`config.mk`:
```
export PLATFORM = sky130hd
export DESIGN_NAME = video_out_param
export DESIGN_NICKNAME = d
export VERILOG_FILES = /design/src/rtl/video_out_param.sv
export SDC_FILE = /design/constraint.sdc
export NUM_CORES = 1
export LEC_CHECK = 0
export BUFFER_PORTS_ARGS = -buffer_cell sky130_fd_sc_hd__clkbuf_2
export CAP_MARGIN = 25
export CORE_MARGIN = 2
export CORE_UTILIZATION = 64
export CTS_BUF_LIST = sky130_fd_sc_hd__clkbuf_8
export DETAILED_ROUTE_END_ITERATION = 12
export PLACE_DENSITY = 0.87
export SLEW_MARGIN = 5
export SYNTH_ARGS = -nofsm -noshare
export SYNTH_HDL_FRONTEND = slang
export SYNTH_SLANG_ARGS = --single-unit
export TNS_END_PERCENT = 30
```
`constraint.sdc`:
```
create_clock -name clk -period 7.3 [get_ports clk]
set_input_delay 1.825 -clock clk [delete_from_list [all_inputs] [get_ports clk]]
set_output_delay 1.825 -clock clk [all_outputs]
set_load 0.005 [all_outputs]
```
`src/rtl/video_out_param.sv`:
```
// Composite data-tape video output: pixel/line/field timing, vertical-interval sync shapes,
// per-field preamble lines and symbol-to-DAC-level conversion from a show-ahead FIFO.
module video_out_param #(
    parameter int LINE_CLKS      = 400,
    parameter int HSYNC_CLKS     = 29,
    parameter int EQ_CLKS        = 13,
    parameter int SERR_CLKS      = 30,
    parameter int ACTIVE_START   = 58,
    parameter int ACTIVE_LEN     = 331,
    parameter int FIELD0_LINES   = 263,
    parameter int FIELD1_LINES   = 262,
    parameter int BLANK_LINES    = 19,
    parameter int PREAMBLE_LINES = 1,
    parameter int SYM_BITS       = 4,
    parameter int DAC_W          = 8,
    parameter int LEVEL_BLANK    = 41,
    parameter int LEVEL_PAD      = 56,
    parameter int LEVEL_BASE     = 100,
    parameter int LEVEL_STEP     = 10
) (
    input  logic                clk,
    input  logic                rst,
    output logic [DAC_W-1:0]    video,
    output logic                sync,
    input  logic [SYM_BITS-1:0] fifo_data,
    input  logic                fifo_empty,
    output logic                fifo_rd,
    output logic                field,
    output logic                line_start,
    output logic [15:0]         underrun_count
);

    localparam int MAX_LINES = (FIELD0_LINES > FIELD1_LINES) ? FIELD0_LINES : FIELD1_LINES;
    localparam int PIX_W     = $clog2(LINE_CLKS + 1);
    localparam int LINE_W    = $clog2(MAX_LINES + 1);
    localparam int HALF      = LINE_CLKS / 2;
    localparam int LVL_W     = DAC_W + SYM_BITS + 1;

    localparam logic [LVL_W-1:0] LVL_MAX = LVL_W'((1 << DAC_W) - 1);

    // Linear symbol level, saturated to the DAC full scale.
    function automatic logic [DAC_W-1:0] level(input logic [SYM_BITS-1:0] s);
        logic [LVL_W-1:0] v;
        v = LVL_W'(LEVEL_BASE) + LVL_W'(LEVEL_STEP) * LVL_W'(s);
        if (v > LVL_MAX)
            return {DAC_W{1'b1}};
        return v[DAC_W-1:0];
    endfunction

    localparam logic [DAC_W-1:0] LVL_BLANK = DAC_W'(LEVEL_BLANK);
    localparam logic [DAC_W-1:0] LVL_PAD   = DAC_W'(LEVEL_PAD);
    localparam logic [DAC_W-1:0] LVL_LO    = level({SYM_BITS{1'b0}});
    localparam logic [DAC_W-1:0] LVL_HI    = level({SYM_BITS{1'b1}});

    localparam logic [PIX_W-1:0] P_LAST    = PIX_W'(LINE_CLKS - 1);
    localparam logic [PIX_W-1:0] P_EQ      = PIX_W'(EQ_CLKS);
    localparam logic [PIX_W-1:0] P_HALF    = PIX_W'(HALF);
    localparam logic [PIX_W-1:0] P_HALF_EQ = PIX_W'(HALF + EQ_CLKS);
    localparam logic [PIX_W-1:0] P_SERR1   = PIX_W'(HALF - SERR_CLKS);
    localparam logic [PIX_W-1:0] P_SERR2   = PIX_W'(LINE_CLKS - SERR_CLKS);
    localparam logic [PIX_W-1:0] P_HS      = PIX_W'(HSYNC_CLKS);
    localparam logic [PIX_W-1:0] P_AS      = PIX_W'(ACTIVE_START);
    localparam logic [PIX_W-1:0] P_AE      = PIX_W'(ACTIVE_START + ACTIVE_LEN);
    localparam logic             AS_ODD    = (ACTIVE_START % 2) == 1;

    localparam logic [LINE_W-1:0] L3      = LINE_W'(3);
    localparam logic [LINE_W-1:0] L6      = LINE_W'(6);
    localparam logic [LINE_W-1:0] L9      = LINE_W'(9);
    localparam logic [LINE_W-1:0] L_BLANK = LINE_W'(BLANK_LINES);
    localparam logic [LINE_W-1:0] L_DATA  = LINE_W'(BLANK_LINES + PREAMBLE_LINES);
    localparam logic [LINE_W-1:0] F0_LAST = LINE_W'(FIELD0_LINES - 1);
    localparam logic [LINE_W-1:0] F1_LAST = LINE_W'(FIELD1_LINES - 1);

    generate
        if (ACTIVE_START + ACTIVE_LEN > LINE_CLKS) begin : g_chk_window
            $error("data window extends past end of line");
        end
        if (HSYNC_CLKS >= ACTIVE_START) begin : g_chk_hsync
            $error("hsync overlaps data window");
        end
        if (BLANK_LINES < 9) begin : g_chk_blank
            $error("vertical interval shorter than equalizing/serrated lines");
        end
        if (BLANK_LINES + PREAMBLE_LINES >= FIELD0_LINES ||
            BLANK_LINES + PREAMBLE_LINES >= FIELD1_LINES) begin : g_chk_field
            $error("field too short for blanking plus preamble");
        end
    endgenerate

    logic [PIX_W-1:0]  pix;
    logic [LINE_W-1:0] line;
    logic              field_cnt;

    logic              eq_line;
    logic              serr_line;
    logic              pre_line;
    logic              data_line;
    logic              in_win;
    logic              odd_off;
    logic              rd_req;
    logic              pad;
    logic              sync_n;
    logic [DAC_W-1:0]  video_n;

    always_comb begin
        eq_line   = (line < L3) || (line >= L6 && line < L9);
        serr_line = (line >= L3) && (line < L6);
        pre_line  = (line >= L_BLANK) && (line < L_DATA);
        data_line = (line >= L_DATA);
        in_win    = (pix >= P_AS) && (pix < P_AE);
        odd_off   = pix[0] ^ AS_ODD;

        sync_n  = 1'b1;
        video_n = LVL_BLANK;
        rd_req  = 1'b0;
        pad     = 1'b0;

        if (eq_line)
            sync_n = !((pix < P_EQ) || (pix >= P_HALF && pix < P_HALF_EQ));
        else if (serr_line)
            sync_n = !((pix < P_SERR1) || (pix >= P_HALF && pix < P_SERR2));
        else
            sync_n = !(pix < P_HS);

        if (pre_line && in_win) begin
            video_n = odd_off ? LVL_HI : LVL_LO;
        end else if (data_line && in_win) begin
            if (!fifo_empty) begin
                rd_req  = 1'b1;
                video_n = level(fifo_data);
            end else begin
                pad     = 1'b1;
                video_n = LVL_PAD;
            end
        end
    end

    // Pop must vanish in the reset cycle so an aborted line never consumes a word.
    assign fifo_rd = rd_req && !rst;

    always_ff @(posedge clk) begin
        if (rst) begin
            pix            <= '0;
            line           <= '0;
            field_cnt      <= 1'b0;
            video          <= LVL_BLANK;
            sync           <= 1'b1;
            field          <= 1'b0;
            line_start     <= 1'b0;
            underrun_count <= '0;
        end else begin
            video      <= video_n;
            sync       <= sync_n;
            field      <= field_cnt;
            line_start <= (pix == '0);

            if (pad && underrun_count != 16'hFFFF)
                underrun_count <= underrun_count + 16'd1;

            if (pix == P_LAST) begin
                pix <= '0;
                if (line == (field_cnt ? F1_LAST : F0_LAST)) begin
                    line      <= '0;
                    field_cnt <= !field_cnt;
                end else begin
                    line <= line + LINE_W'(1);
                end
            end else begin
                pix <= pix + PIX_W'(1);
            end
        end
    end

endmodule
```
==> metrics.txt <==
status completed; Crit. End Element output pin; I/O pin total 35; crit path DAT 2.73 ns; via count 2354; Die W between 60 and 70 um; Max transition margin 0.4213; DRT antenna net count 0; core area approximately 3900 sq um; combinational power share 0.069; FFs w/ async S/R, synth 0; 1st-pass router iterations 4; hold_buf cts 0; mapped cell area ~2600 sq um; Filler cells about 320; Cells after Synth 305; flops & latches, synth 46; largest net degree at the start of global routing 36; CP required 5.48 ns; setup violators final 0; Crit path top cell by count clkbuf_2; Worst-Margin Slew about 0.87 ns; total negative slack 0 ns; Post-synth EDFFs 0; Sequential Power Share 0.548; wire length per cell 14.40 um; GRT Util Overall 0.2615; Synth Flop Type dfxtp_1; pwr dens 164.5 nW/um^2; DP HPWL around 3800 um; syn nets 324; Bufs and invs on worst path 2; clock share of power 0.383; GPL Wtd Cong between 0.8 and 0.9; Leakage Power roughly 1.1 nW; Top delay family on crit path buffers and inverters; Worst IR Drop VDD 141.3 uV; switching portion of total power 0.2266; CP max-delay cell clkbuf_2; switching power 0.1060 mW; Final Critical Period 4.554 ns; I/O Buffers 34; Yosys top cell area share 0.3576; sequential area share after synthesis 0.3576; initial antenna violation count 0; Final Hold Slack approximately 0.5 ns; # H-tree levels 2; unique cell type count in the Yosys netlist 60; Yosys top cell by area dfxtp_1; Reg clk slew, reported paths 0.08 ns; cell-by-cell trace of the critical path clkbuf_2 > nor3_1 > clkbuf_2; vias in the first global route ~2.1k; crit path max fanout 35; root buffer cell clkbuf_8; Max Cap Viol 0; Post-CTS Setup Inserts 0; CP startpoint kind primary input; Ant. Diodes 0; Ys Warns 0; Hold Fails Final Rpt 0; CTS tree built; syn_area_per_cell between 8 and 9 sq um; drt initial violations roughly 160; starting density of the core 0.6531; Pint between 0.3 and 0.4 mW; synth top area cells dfxtp_1 (36%), ha_1 (5.3%), nor2_1 (4.7%), a21oi_1 (4.5%), xor2_1 (3.7%); Clock Latency Late Sink about 0.30 ns; Slew Limit Fails 0; worst hold path class reg -> reg; total wire length around 5500 um; fmax approximately 0.22 GHz; share of layout cells above drive strength 1 0.1697; Nets 348; DIE AREA around 4500 sq um; clock tree buffer depth 2; Synth-to-Final Area Change 10.50%; clk sink count between 40 and 50; first-pass GRT wire length 9149 um; CTS Buf Count 5; unrepaired setup endpoints after global routing false; row cnt 23; DIE HEIGHT a little under 70 um; drt drc 0; largest stage delay on the critical path 0.38 ns; critical setup path kind in -> out; via-per-instance ratio 6.195; fin crit share 0.6238; Final Skew 0.006393 ns; post-CTS resize count 0; grt ovf 0
-- final timing paths --
kind	from	endpoint	slack, ns	cells after the start
worst max register to register	pix[1]	underrun_count[5]	4.93	7
worst min register to register	underrun_count[15]	underrun_count[15]	0.50	2
worst max-delay path	rst	fifo_rd	2.75	3
worst min-delay path	underrun_count[15]	underrun_count[15]	0.50	2
-- Yosys cell counts (2+ instances only) --
master and n:
dfxtp_1 46, nor2_1 32, a21oi_1 23, nand2_1 15, clkbuf_1 14, nand4_1 13, ha_1 11, nand3_1 11
xor2_1 11, inv_1 10, o31ai_1 10, or4_1 10, o21ai_0 8, and3_1 7, xnor2_1 7, nor3_1 6
nor2b_1 5, a211oi_1 4, and4_1 4, mux2_2 3, nand2b_1 3, nor4_1 3, or3_1 3, a31oi_1 2
and2_1 2, buf_2 2, o2111ai_1 2, o21ba_2 2, o21bai_1 2, o22ai_1 2, o31a_1 2, or2_2 2
-- cell usage in the layout (no fill, tap or decap), types with 3 or more instances in the layout --
master and count:
clkbuf_8 8, and4_1 4, nand4_1 13, clkbuf_2 34, a211oi_1 4, mux2_2 3
o21ai_0 8, nand2b_1 3, and3_1 7, nand2_1 15, or3_1 3, xnor2_1 7
inv_1 10, a21oi_1 23, nor4_1 3, nand3_1 11, nor2b_1 5, nor2_1 32
o31ai_1 10, dfxtp_1 46, ha_1 11, nor3_1 6, xor2_1 11, or4_1 10
-- flip-flops by register name (all words and copies together), names as in the netlist --
register        cells
underrun_count     16
line                9
pix                 9
video               8
field               1
field_cnt           1
line_start          1
sync                1
-- power by group through the flow --
| stage | logic (mW) | clock network [mW] | registers (mW) |
|---|---|---|---|
| floorplan | 0.0252 | 0 | 0.261 |
| global placement | 0.0307 | 0 | 0.262 |
| detailed placement | 0.0319 | 0 | 0.262 |
| CTS | 0.0320 | 0.182 | 0.256 |
| global route | 0.0365 | 0.193 | 0.257 |
| finish | 0.0323 | 0.179 | 0.256 |
-- logic make-up (layout without fill, tap and decap cells) --
kind of cell             count (synthesis)  after routing  share of synthesized area
AND/OR/NAND/NOR                        125            125                     0.2692
AO/OA/AOI/OAI                           72             72                     0.1900
flip-flops                              46             46                     0.3576
buffers and inverters                   29             54                    0.04762
XOR/XNOR                                18             18                    0.06122
adder cells (fa/ha/maj)                 12             12                    0.06122
multiplexers                             3              3                    0.01312
-- tightest hold or removal path, delay by kind of cell, from the launching register on --
kind	cells	cell delay, ns
compound gates	2	0.13
flops	1	0.34
-- layout make-up --
class / count / area (sq um) / area share
Inverter: 10 / 37.54 / 0.01319
Tap cell: 50 / 62.56 / 0.02199
Multi-Input combinational cell: 230 / 1531 / 0.5383
Timing Repair Buffer: 36 / 182.7 / 0.06420
Clock buffer: 8 / 110.1 / 0.03870
Sequential cell: 46 / 920.9 / 0.3237
-- through the flow --
step | util | instance area, sq um | instances | worst slack (ns) | power (mW)
2_1_floorplan | - | 2575 | 305 | 3.066 | 0.2859
3_3_place_gp | 0.6925 | 2730 | 371 | 2.772 | 0.2927
5_1_grt | 0.7217 | 2845 | 380 | 2.644 | 0.4861
4_1_cts | 0.7204 | 2840 | 379 | 2.741 | 0.4701
3_5_place_dp | 0.6925 | 2730 | 371 | 2.740 | 0.2941
6_report | 0.7217 | 2845 | 380 | 2.746 | 0.4680
-- metal layers --
layer  up-vias  GRT usage  part of all wire  routed length [um]
met5         -          0                 0                   0
met2        55     0.4344              0.48                2651
met1      1113     0.3316              0.45                2473
met4         0    0.09949             0.018                  98
li1       1176          -                 -                   -
met3        10    0.05667             0.046                 250
Note: power is estimated with default switching activity, not from simulation.
